### src/rtl/dcache_ctrl.sv
`default_nettype none
// ---------------------------------------------------------------------------
// dcache_ctrl : direct-mapped write-back/write-allocate data cache, DM stage
// Rev 1.0
// ---------------------------------------------------------------------------
module dcache_ctrl #(
  parameter int IDX_W = 3
) (
  input  logic        clk,
  input  logic        rst_n,
  input  logic        re,
  input  logic        we,
  input  logic [15:0] addr,
  input  logic [15:0] wdata,
  output logic [15:0] rdata,
  output logic        d_rdy,
  output logic        mem_re,
  output logic        mem_we,
  output logic [13:0] mem_addr,
  output logic [63:0] mem_wline,
  input  logic [63:0] mem_rline,
  input  logic        mem_rdy
);

  localparam int TAG_W = 16 - 2 - IDX_W;
  localparam int LINES = 1 << IDX_W;

  typedef enum logic [1:0] {IDLE = 2'd0, EVICT = 2'd1, FILL = 2'd2} state_t;

  state_t             state_q, state_d;
  logic [LINES-1:0]   valid_q, valid_d;
  logic [LINES-1:0]   dirty_q, dirty_d;
  logic [TAG_W-1:0]   tag_q  [LINES];
  logic [TAG_W-1:0]   tag_d  [LINES];
  logic [15:0]        data_q [LINES][4];
  logic [15:0]        data_d [LINES][4];

  logic [1:0]         off;
  logic [IDX_W-1:0]   idx;
  logic [TAG_W-1:0]   tag;
  logic               acc;
  logic               hit;

  assign off = addr[1:0];
  assign idx = addr[IDX_W+1:2];
  assign tag = addr[15:IDX_W+2];
  assign acc = re | we;
  assign hit = valid_q[idx] && (tag_q[idx] == tag);

  assign d_rdy     = (state_q == IDLE) && (!acc || hit);
  assign rdata     = data_q[idx][off];
  assign mem_we    = (state_q == EVICT);
  assign mem_re    = (state_q == FILL);
  // Eviction writes back to the victim's address, not the requested one.
  assign mem_addr  = mem_we ? {tag_q[idx], idx} : addr[15:2];
  assign mem_wline = {data_q[idx][3], data_q[idx][2], data_q[idx][1], data_q[idx][0]};

  always_comb begin
    state_d = state_q;
    valid_d = valid_q;
    dirty_d = dirty_q;
    tag_d   = tag_q;
    data_d  = data_q;
    case (state_q)
      IDLE: begin
        if (acc) begin
          if (hit) begin
            // re && we together is handled as a store.
            if (we) begin
              data_d[idx][off] = wdata;
              dirty_d[idx]     = 1'b1;
            end
          end else if (valid_q[idx] && dirty_q[idx]) begin
            state_d = EVICT;
          end else begin
            state_d = FILL;
          end
        end
      end
      EVICT: begin
        if (mem_rdy) begin
          dirty_d[idx] = 1'b0;
          state_d      = FILL;
        end
      end
      FILL: begin
        if (mem_rdy) begin
          for (int w = 0; w < 4; w++) begin
            data_d[idx][w] = mem_rline[16*w +: 16];
          end
          tag_d[idx]   = tag;
          valid_d[idx] = 1'b1;
          dirty_d[idx] = 1'b0;
          state_d      = IDLE;
        end
      end
      default: state_d = IDLE;
    endcase
  end

  always_ff @(posedge clk or negedge rst_n) begin
    if (!rst_n) begin
      state_q <= IDLE;
      valid_q <= '0;
      dirty_q <= '0;
    end else begin
      state_q <= state_d;
      valid_q <= valid_d;
      dirty_q <= dirty_d;
    end
  end

  // Tag and data arrays carry no reset; valid_q qualifies them.
  always_ff @(posedge clk) begin
    tag_q  <= tag_d;
    data_q <= data_d;
  end

endmodule
`default_nettype wire

### config.mk
export PLATFORM = sky130hd
export DESIGN_NAME = dcache_ctrl
export DESIGN_NICKNAME = d
export VERILOG_FILES = /design/src/rtl/dcache_ctrl.sv
export SDC_FILE = /design/constraint.sdc
export NUM_CORES = 1
export LEC_CHECK = 0
export BUFFER_PORTS_ARGS = -buffer_cell sky130_fd_sc_hd__buf_2
export CAP_MARGIN = 40
export CORE_AREA = 4 4 261 263
export CTS_BUF_LIST = sky130_fd_sc_hd__clkbuf_4 sky130_fd_sc_hd__clkbuf_8 sky130_fd_sc_hd__clkbuf_16
export DETAILED_ROUTE_END_ITERATION = 10
export DIE_AREA = 0 0 265 267
export GPL_ROUTABILITY_DRIVEN = 0
export HOLD_SLACK_MARGIN = 0.12
export PLACE_DENSITY = 0.67
export SLEW_MARGIN = 20
export SYNTH_ARGS = -nofsm -noshare
export SYNTH_HDL_FRONTEND = slang
export SYNTH_SLANG_ARGS = --single-unit
### constraint.sdc
create_clock -name clk -period 3.1 [get_ports clk]
set_input_delay 0.155 -clock clk [delete_from_list [all_inputs] [get_ports clk]]
set_output_delay 0.155 -clock clk [all_outputs]
set_load 0.02 [all_outputs]
==> flow_results.xml, run 1 <==
<?xml version="1.0" encoding="UTF-8"?>
<metrics>
  <group name="outcome">
    <metric name="outcome" unit="">finished, final reports clean</metric>
  </group>
  <group name="clock_network">
    <metric name="tritoncts" unit="">built</metric>
    <metric name="htreeDepth" unit="">2</metric>
    <metric name="cts.clk_slew.worst_paths" unit="ns">0.06</metric>
    <metric name="tritoncts_num_sinks" unit="">618</metric>
    <metric name="cts_inserted_buffers" unit="">60</metric>
    <metric name="clock_insertion_delay_worst_skew" unit="ns">0.63</metric>
    <metric name="cts_buffer_depth" unit="">3</metric>
    <metric name="clockRootBuffer" unit="">sky130_fd_sc_hd__clkbuf_16</metric>
  </group>
  <group name="timing">
    <metric name="maxSlewHeadroom" unit="">0.326</metric>
    <metric name="hold_ws" unit="ns">0.139</metric>
    <metric name="grt_setup_unrepaired" unit="">true</metric>
    <metric name="worst-slew-pin-transition" unit="ns">1.01</metric>
    <metric name="achievable-frequency" unit="GHz">0.324</metric>
    <metric name="finalCriticalPeriod" unit="ns">3.08</metric>
    <metric name="hold_violation_count_in_the_final_report" unit="">0</metric>
    <metric name="fin_worst_skew" unit="ns">0.0280</metric>
    <metric name="final.setup.tns" unit="ns">0</metric>
    <metric name="post_route_worst_setup_slack" unit="ns">0.0181</metric>
    <metric name="final-setup-viol-count" unit="">0</metric>
    <metric name="pins_over_slew_limit" unit="">0</metric>
    <metric name="min_period_over_period" unit="">0.994</metric>
  </group>
  <group name="grt">
    <metric name="largest_net_degree_at_the_start_of_global_routing" unit="">66</metric>
    <metric name="grt_overflow" unit="">0</metric>
    <metric name="grt_util_all_layers" unit="">0.237</metric>
    <metric name="wire_length_of_the_first_global_routing_pass" unit="mm">125</metric>
    <metric name="first_global_vias" unit="">19100</metric>
    <metric name="grt_antenna_before_repair" unit="">4</metric>
  </group>
  <group name="drt">
    <metric name="number_of_violations_reported_at_the_end_of_detailed_routing_iteration_0" unit="">2784</metric>
    <metric name="drc_errors" unit="">0</metric>
    <metric name="detail_route.vias_per_cell" unit="">5.93</metric>
    <metric name="finalWirelength" unit="mm">86.9</metric>
    <metric name="firstDrtPassIters" unit="">7</metric>
    <metric name="dr_total_vias" unit="">19400</metric>
    <metric name="wl_per_cell" unit="um">26.5</metric>
    <metric name="drtAntennaViolNets" unit="">0</metric>
  </group>
  <group name="finish">
    <metric name="instances_no_fill" unit="">3276</metric>
    <metric name="postLayoutCellArea" unit="mm^2">0.0330</metric>
    <metric name="post_route_cells_drive_above_1_share" unit="">0.265</metric>
    <metric name="layout-area-overhead-vs-synth" unit="%">26.9</metric>
    <metric name="fin_nets" unit="">2466</metric>
  </group>
  <group name="synth">
    <metric name="portion_of_the_post_synthesis_area_used_by_sequential_elements" unit="">0.710</metric>
    <metric name="synth_top_area_cell" unit="">sky130_fd_sc_hd__edfxtp_1</metric>
    <metric name="postSynthRegisterBits" unit="">618</metric>
    <metric name="synth.most_common_cell" unit="">sky130_fd_sc_hd__edfxtp_1</metric>
    <metric name="synth-adder-area-share" unit="">0.00144</metric>
    <metric name="syn_avg_cell_area" unit="um^2">13.3</metric>
    <metric name="synth_edf_count" unit="">600</metric>
    <metric name="netlist_top_cells_area" unit="">sky130_fd_sc_hd__edfxtp_1, sky130_fd_sc_hd__a22oi_1, sky130_fd_sc_hd__nor2_1, sky130_fd_sc_hd__clkbuf_1, sky130_fd_sc_hd__dfrtp_1</metric>
    <metric name="synthXorXnorAreaFrac" unit="">0.00101</metric>
    <metric name="yosysTopAreaCellShare" unit="">0.693</metric>
    <metric name="ys.flop_type" unit="">sky130_fd_sc_hd__edfxtp_1</metric>
    <metric name="syn_area" unit="mm^2">0.0260</metric>
    <metric name="synthesis.instances" unit="">1959</metric>
    <metric name="main_combinational_cell_family_by_area_after_synthesis" unit="">simple AND/OR/NAND/NOR gates</metric>
    <metric name="synth_simple_gate_area_frac" unit="">0.117</metric>
    <metric name="ys.warnings.count" unit="">0</metric>
    <metric name="async_flop_share" unit="">0.0291</metric>
    <metric name="synth_common_cells" unit="">sky130_fd_sc_hd__edfxtp_1, sky130_fd_sc_hd__nor2_1, sky130_fd_sc_hd__a22oi_1</metric>
    <metric name="netlist-cell-type-count" unit="">51</metric>
    <metric name="postSynthNetCount" unit="">2063</metric>
    <metric name="portion_of_netlist_area_occupied_by_mux_cells" unit="">0.0354</metric>
    <metric name="complex_gate_fraction_of_the_synthesized_area" unit="">0.111</metric>
  </group>
  <group name="critical_path">
    <metric name="critPathLaunch" unit="">addr[3]</metric>
    <metric name="rr_worst_depth" unit="">11</metric>
    <metric name="crit_buf_inv" unit="">7</metric>
    <metric name="crit_path_end_kind" unit="">output pin</metric>
    <metric name="crit_chain" unit="">buf_2, buf_4, buf_6, inv_2, buf_12, and2_2, buf_12, a22oi_1, nand4_1, mux4_2, buf_2</metric>
    <metric name="worst-path-max-fanout" unit="">28</metric>
    <metric name="crit_path_end" unit="">rdata[0]</metric>
    <metric name="criticalPathCategory" unit="">input port to output pin</metric>
    <metric name="reg2reg_setup_slack" unit="ns">0.05</metric>
    <metric name="critical-path-slowest-cell" unit="">sky130_fd_sc_hd__mux4_2</metric>
    <metric name="startpoint_type" unit="">input port</metric>
    <metric name="critical_path.reg2reg.endpoint" unit="">data_q[448]$_DFFE_PP_</metric>
    <metric name="cp_slowest_stage_delay" unit="ns">0.65</metric>
    <metric name="cpLargestDelayFamily" unit="">buffers and inverters</metric>
    <metric name="cp.required" unit="ns">2.94</metric>
    <metric name="timing.critical_path.arrival" unit="ns">2.93</metric>
    <metric name="critical_path_cell_count" unit="">11</metric>
    <metric name="worst_r2r_startpoint" unit="">tag_q[80]$_DFFE_PP_</metric>
  </group>
  <group name="floorplanning">
    <metric name="initial_core_util" unit="">0.396</metric>
    <metric name="placementRows" unit="">94</metric>
    <metric name="chipHeight" unit="um">267</metric>
    <metric name="chipWidth" unit="um">265</metric>
    <metric name="top_level_ports" unit="">198</metric>
    <metric name="floorplan.core_area" unit="mm^2">0.0656</metric>
    <metric name="die_area" unit="mm^2">0.0708</metric>
  </group>
  <group name="power">
    <metric name="leakagePower" unit="nW">12.1</metric>
    <metric name="cell_internal_pwr" unit="W">0.0149</metric>
    <metric name="pwr-share-seq" unit="">0.452</metric>
    <metric name="power.ir.vdd_worst" unit="mV">0.593</metric>
    <metric name="net-switching-power" unit="W">0.00593</metric>
    <metric name="clockPowerShare" unit="">0.360</metric>
    <metric name="pwr_density_cell" unit="mW/mm^2">632</metric>
    <metric name="switching_share" unit="">0.284</metric>
    <metric name="power.combinational.fraction" unit="">0.188</metric>
  </group>
  <group name="place">
    <metric name="place.detailed.instances" unit="">3095</metric>
    <metric name="preCtsSetupSlack" unit="ns">-0.246</metric>
    <metric name="postPlaceCellArea" unit="mm^2">0.0302</metric>
    <metric name="detailedPlacementHpwl" unit="mm">59.8</metric>
    <metric name="portbufs" unit="">197</metric>
  </group>
  <group name="flow_run">
    <metric name="maxCapViolCount" unit="">0</metric>
  </group>
  <group name="hold_path">
    <metric name="min_path_type" unit="">input port to flop</metric>
  </group>
</metrics>
-- routing by layer --
layer,up-vias,wire length (um),GRT usage
met4,6,4650,0.108
met1,9577,32300,0.313
met3,269,10300,0.0620
met2,1325,39600,0.369
li1,8259,-,-
met5,-,40,0
-- how the worst min path moves through the flow --
stage | depth (start not counted) | end | start | slack [ns]
floorplan | 0 | asynchronous set/reset pin | rst_n | -0.14
global placement | 1 | state_q[1]$_DFFE_PN0P_ | rst_n | 0.11
detailed placement | 1 | state_q[1]$_DFFE_PN0P_ | rst_n | 0.11
CTS | 3 | data_q[69]$_DFFE_PP_ | mem_rline[53] | 0.12
global route | 4 | data_q[16]$_DFFE_PP_ | mem_rline[32] | 0.14
finish | 3 | data_q[325]$_DFFE_PP_ | mem_rline[53] | 0.14
-- worst register-to-register path: stages, from the launching register on --
cell and delay [ns]:
sky130_fd_sc_hd__edfxtp_1 0.40, sky130_fd_sc_hd__mux4_2 0.48, sky130_fd_sc_hd__mux2i_2 0.21, sky130_fd_sc_hd__xor2_1 0.24
sky130_fd_sc_hd__buf_4 0.15, sky130_fd_sc_hd__nand4b_1 0.19, sky130_fd_sc_hd__nor4_4 0.35, sky130_fd_sc_hd__buf_12 0.19
sky130_fd_sc_hd__a21oi_4 0.09, sky130_fd_sc_hd__buf_12 0.16, sky130_fd_sc_hd__nor2_4 0.10, sky130_fd_sc_hd__buf_12 0.18
-- layout make-up --
| type | count | area (um^2) |
|---|---|---|
| antenna | 2 | 5.00 |
| clock buffer | 75 | 1630 |
| clock inverter | 35 | 392 |
| fill | 5584 | 32600 |
| inverter | 11 | 41.3 |
| multi-input combinational | 1181 | 7370 |
| sequential | 618 | 18500 |
| tap | 864 | 1080 |
| timing repair buffer | 490 | 4030 |
-- registers in the layout, summed over array words and instances, names as in the netlist, named ones only --
| signal | cells |
|---|---|
| data_q | 512 |
| state_q | 2 |
| tag_q | 88 |
| valid_q | 8 |
-- logic make-up (layout without fill, tap and decap cells) --
| kind of cell | Yosys count | after routing |
|---|---|---|
| compound gates | 392 | 392 |
| xor+xnor | 3 | 3 |
| fa+ha+maj | 3 | 3 |
| buf+inv | 160 | 611 |
| flops | 618 | 618 |
| mux | 66 | 66 |
| other cells | 0 | 2 |
| simple gates | 717 | 717 |
-- power groups by stage --
stage                     Clock (W)  Sequential, W  Combinational, W
after detailed placement          0        0.00962           0.00369
after global routing        0.00793        0.00945           0.00408
after CTS                   0.00759        0.00944           0.00378
after floorplan                   0        0.00959           0.00186
final                       0.00752        0.00944           0.00392
after global placement            0        0.00961           0.00359
-- per-stage QoR --
step                 util  power, W
detailed placement  0.460    0.0133
global placement    0.459    0.0132
floorplan               -    0.0114
finish              0.503    0.0209
CTS                 0.500    0.0208
global route        0.503    0.0215
-- placed cells by master (no fill, tap or decap), drive strengths merged, types with 2 or more instances in the layout --
master and count:
mux4 20, a31oi 3, or3 4, clkinvlp 5, xor2 2, mux2i 39
nand2b 2, a22oi 325, diode 2, o21ai 16, o22ai 3, o21a 2
clkinv 21, nand3b 3, nand4 67, inv 12, edfxtp 600, bufinv 8
nor2b 21, buf 433, o31ai 8, nor2 574, dfrtp 18, dlygate4sd3 54
nand3 7, and2 5, clkbuf 78, a21oi 14, a221oi 2, a22o 13
nor3 5, nand2 12, mux2 7, or2 9, ha 3
-- what timing repair did --
item                       CTS  global route
pin swaps                   10             9
hold buffers                54             0
hold endpoints to repair   390             0
cloned                       0             1
setup endpoints to repair    2           519
buffers inserted             3             8
gates resized for setup     10            16
Power figures use the tool's default switching activity.
==> run 2, diff against run 1 <==
- CELL_PAD_IN_SITES_DETAIL_PLACEMENT: unset -> 0
- CELL_PAD_IN_SITES_GLOBAL_PLACEMENT: unset -> 1
- PLACE_DENSITY: 0.67 -> 0.77
==> run 2 against run 1 <==
The run now ends with setup timing left. Sequential power about the same. First-iteration DRC count increased by 2.6%. Clock power increased by 6.9%. Largest power group unchanged. Via count increased by 1.5%. Combinational power increased by 8.4%. Routed wire length increased by 3.6%.
==> flow_results.xml, run 2 (synthesis gave the netlist of run 1 again) <==
<?xml version="1.0" encoding="UTF-8"?>
<metrics>
  <group name="clock_network">
    <metric name="clockRootBuffer" unit="">sky130_fd_sc_hd__clkbuf_16</metric>
    <metric name="cts_inserted_buffers" unit="">67</metric>
    <metric name="cts_buffer_depth" unit="">3</metric>
    <metric name="htreeDepth" unit="">3</metric>
    <metric name="clock_insertion_delay_worst_skew" unit="ns">0.62</metric>
    <metric name="tritoncts_num_sinks" unit="">618</metric>
    <metric name="cts.clk_slew.worst_paths" unit="ns">0.07</metric>
    <metric name="tritoncts" unit="">built</metric>
  </group>
  <group name="grt">
    <metric name="first_global_vias" unit="">19000</metric>
    <metric name="grt_antenna_before_repair" unit="">2</metric>
    <metric name="largest_net_degree_at_the_start_of_global_routing" unit="">64</metric>
    <metric name="grt_overflow" unit="">0</metric>
    <metric name="wire_length_of_the_first_global_routing_pass" unit="mm">128</metric>
    <metric name="grt_util_all_layers" unit="">0.245</metric>
  </group>
  <group name="finish">
    <metric name="final_common_cell" unit="">sky130_fd_sc_hd__edfxtp_1</metric>
    <metric name="postLayoutCellArea" unit="mm^2">0.0339</metric>
    <metric name="regMostFlops" unit="">data_q</metric>
    <metric name="area_taken_by_multi_input_logic_gates" unit="mm^2">0.00736</metric>
    <metric name="number_of_flip_flops_in_the_largest_register" unit="">512</metric>
    <metric name="fin_nets" unit="">2542</metric>
    <metric name="instances_no_fill" unit="">3354</metric>
    <metric name="seq_area" unit="mm^2">0.0185</metric>
    <metric name="most-common-layout-cells" unit="">sky130_fd_sc_hd__edfxtp_1, sky130_fd_sc_hd__nor2_1, sky130_fd_sc_hd__a22oi_1, sky130_fd_sc_hd__buf_4, sky130_fd_sc_hd__buf_2</metric>
    <metric name="post_route_cells_drive_above_1_share" unit="">0.281</metric>
    <metric name="layout-area-overhead-vs-synth" unit="%">30.2</metric>
    <metric name="top_regs" unit="">data_q: 512 flops, tag_q: 88 flops, valid_q: 8 flops</metric>
    <metric name="layout.filler_cells" unit="">5423</metric>
  </group>
  <group name="outcome">
    <metric name="outcome" unit="">finished with violations</metric>
    <metric name="violated_checks" unit="">setup timing</metric>
  </group>
  <group name="critical_path">
    <metric name="cp.required" unit="ns">2.94</metric>
    <metric name="worst-path-max-fanout" unit="">2</metric>
    <metric name="criticalPathCategory" unit="">flop to output pin</metric>
    <metric name="timing.critical_path.arrival" unit="ns">2.97</metric>
    <metric name="startpoint_type" unit="">flop</metric>
    <metric name="crit_path_end_kind" unit="">output pin</metric>
  </group>
  <group name="timing">
    <metric name="hold_violation_count_in_the_final_report" unit="">0</metric>
    <metric name="achievable-frequency" unit="GHz">0.320</metric>
    <metric name="post_route_worst_setup_slack" unit="ns">-0.0216</metric>
    <metric name="final.setup.tns" unit="ns">-0.0216</metric>
    <metric name="final-setup-viol-count" unit="">1</metric>
    <metric name="grt_setup_unrepaired" unit="">true</metric>
    <metric name="finalCriticalPeriod" unit="ns">3.12</metric>
    <metric name="pins_over_slew_limit" unit="">0</metric>
    <metric name="worst-slew-pin-transition" unit="ns">0.992</metric>
    <metric name="min_period_over_period" unit="">1.01</metric>
    <metric name="maxSlewHeadroom" unit="">0.339</metric>
    <metric name="fin_worst_skew" unit="ns">0.0359</metric>
  </group>
  <group name="floorplanning">
    <metric name="chipHeight" unit="um">267</metric>
    <metric name="initial_core_util" unit="">0.396</metric>
    <metric name="floorplan.core_area" unit="mm^2">0.0656</metric>
    <metric name="chipWidth" unit="um">265</metric>
    <metric name="placementRows" unit="">94</metric>
    <metric name="die_area" unit="mm^2">0.0708</metric>
    <metric name="top_level_ports" unit="">198</metric>
  </group>
  <group name="power">
    <metric name="cell_internal_pwr" unit="W">0.0155</metric>
    <metric name="power.ir.vdd_worst" unit="mV">0.464</metric>
    <metric name="pwr-share-seq" unit="">0.435</metric>
    <metric name="switching_share" unit="">0.286</metric>
    <metric name="leakagePower" unit="nW">12.5</metric>
    <metric name="pwr_density_cell" unit="mW/mm^2">642</metric>
    <metric name="clockPowerShare" unit="">0.370</metric>
    <metric name="net-switching-power" unit="W">0.00621</metric>
    <metric name="p_total" unit="W">0.0217</metric>
    <metric name="power.combinational.fraction" unit="">0.195</metric>
  </group>
  <group name="place">
    <metric name="place.detailed.instances" unit="">3149</metric>
    <metric name="portbufs" unit="">197</metric>
    <metric name="postPlaceCellArea" unit="mm^2">0.0306</metric>
    <metric name="detailedPlacementHpwl" unit="mm">62.8</metric>
    <metric name="preCtsSetupSlack" unit="ns">-0.348</metric>
  </group>
  <group name="drt">
    <metric name="finalWirelength" unit="mm">90.0</metric>
    <metric name="drtAntennaViolNets" unit="">0</metric>
    <metric name="dr_total_vias" unit="">19700</metric>
    <metric name="detail_route.vias_per_cell" unit="">5.88</metric>
    <metric name="drc_errors" unit="">0</metric>
    <metric name="firstDrtPassIters" unit="">6</metric>
    <metric name="wl_per_cell" unit="um">26.8</metric>
    <metric name="number_of_violations_reported_at_the_end_of_detailed_routing_iteration_0" unit="">2856</metric>
  </group>
  <group name="hold_path">
    <metric name="min_path_type" unit="">input port to flop</metric>
  </group>
  <group name="flow_run">
    <metric name="maxCapViolCount" unit="">0</metric>
  </group>
</metrics>
run 2: cell count changes in the layout (fill, tap and decap cells not counted), moves of 3 or more:
| cell | change |
|---|---|
| sky130_fd_sc_hd__clkinvlp_4 | -3 |
| sky130_fd_sc_hd__buf_4 | +36 |
| sky130_fd_sc_hd__clkbuf_4 | -8 |
| sky130_fd_sc_hd__clkinv_2 | -4 |
| sky130_fd_sc_hd__clkinv_4 | +4 |
| sky130_fd_sc_hd__dlygate4sd3_1 | +10 |
| sky130_fd_sc_hd__inv_6 | +3 |
| sky130_fd_sc_hd__clkinv_1 | +8 |
| sky130_fd_sc_hd__clkbuf_16 | +9 |
| sky130_fd_sc_hd__clkinv_8 | +3 |
| sky130_fd_sc_hd__buf_6 | +19 |
run 2: final cells by class:
cell class              count  share of cell area
clock inverters            45              0.0138
clock buffers              74              0.0516
multi-input cells        1181               0.217
flip-flops and latches    618               0.545
repair buffers            559               0.139
diodes                      2            0.000148
inverters                  11             0.00122
well taps                 864              0.0319
run 2: worst max-delay path, cell delays in order, from the launching register on:
cell,delay (ns)
sky130_fd_sc_hd__edfxtp_1,0.37
sky130_fd_sc_hd__mux4_2,0.48
sky130_fd_sc_hd__mux2i_2,0.26
sky130_fd_sc_hd__xor2_2,0.23
sky130_fd_sc_hd__buf_4,0.14
sky130_fd_sc_hd__nand3b_1,0.12
sky130_fd_sc_hd__nor4b_4,0.28
sky130_fd_sc_hd__buf_4,0.17
sky130_fd_sc_hd__a21oi_2,0.05
sky130_fd_sc_hd__nor2_1,0.11
sky130_fd_sc_hd__buf_4,0.16
run 2: path summary, 6_finish.rpt:
path | from | to | slack, ns | cells past startpoint
max in group asynchronous | rst_n | asynchronous set/reset pin | 2.08 | 4
min in group asynchronous | rst_n | valid_q[1]$_DFFE_PN0P_ | 0.61 | 3
worst min-delay path | mem_rline[33] | data_q[17]$_DFFE_PP_ | 0.14 | 4
worst max register to register | tag_q[40]$_DFFE_PP_ | data_q[356]$_DFFE_PP_ | 0.01 | 11
worst min register to register | valid_q[7]$_DFFE_PN0P_ | valid_q[7]$_DFFE_PN0P_ | 0.47 | 1
worst max-delay path | tag_q[14]$_DFFE_PP_ | d_rdy | -0.02 | 10
run 2: power by group through the flow:
stage | Combinational (W) | Clock [W] | Sequential [W]
2_1_floorplan | 0.00186 | 0 | 0.00959
3_3_place_gp | 0.00383 | 0 | 0.00962
3_5_place_dp | 0.00393 | 0 | 0.00961
4_1_cts | 0.00402 | 0.00811 | 0.00944
5_1_grt | 0.00443 | 0.00846 | 0.00945
6_report | 0.00425 | 0.00804 | 0.00945
run 2: layer usage:
metal / share of wire / vias to the layer above / GRT usage
li1: - / 8425 / -
met1: 0.38 / 9801 / 0.336
met2: 0.46 / 1310 / 0.383
met3: 0.12 / 198 / 0.0650
met4: 0.038 / 2 / 0.0851
met5: 0.000078 / - / 0
run 2: what timing repair did:
| action | 4_1_cts | 5_1_grt |
|---|---|---|
| cloned | 0 | 3 |
| setup endpoints to repair | 1 | 516 |
| hold buffers | 63 | 1 |
| pin swaps | 1 | 14 |
| buffers inserted | 1 | 14 |
| hold endpoints to repair | 434 | 1 |
| resized for setup | 4 | 36 |
run 2: per-stage QoR:
stage / hold WS [ns] / util
2_1_floorplan: -0.141 / -
3_3_place_gp: 0.104 / 0.465
3_5_place_dp: 0.112 / 0.466
4_1_cts: 0.124 / 0.510
5_1_grt: 0.141 / 0.516
6_report: 0.144 / 0.516
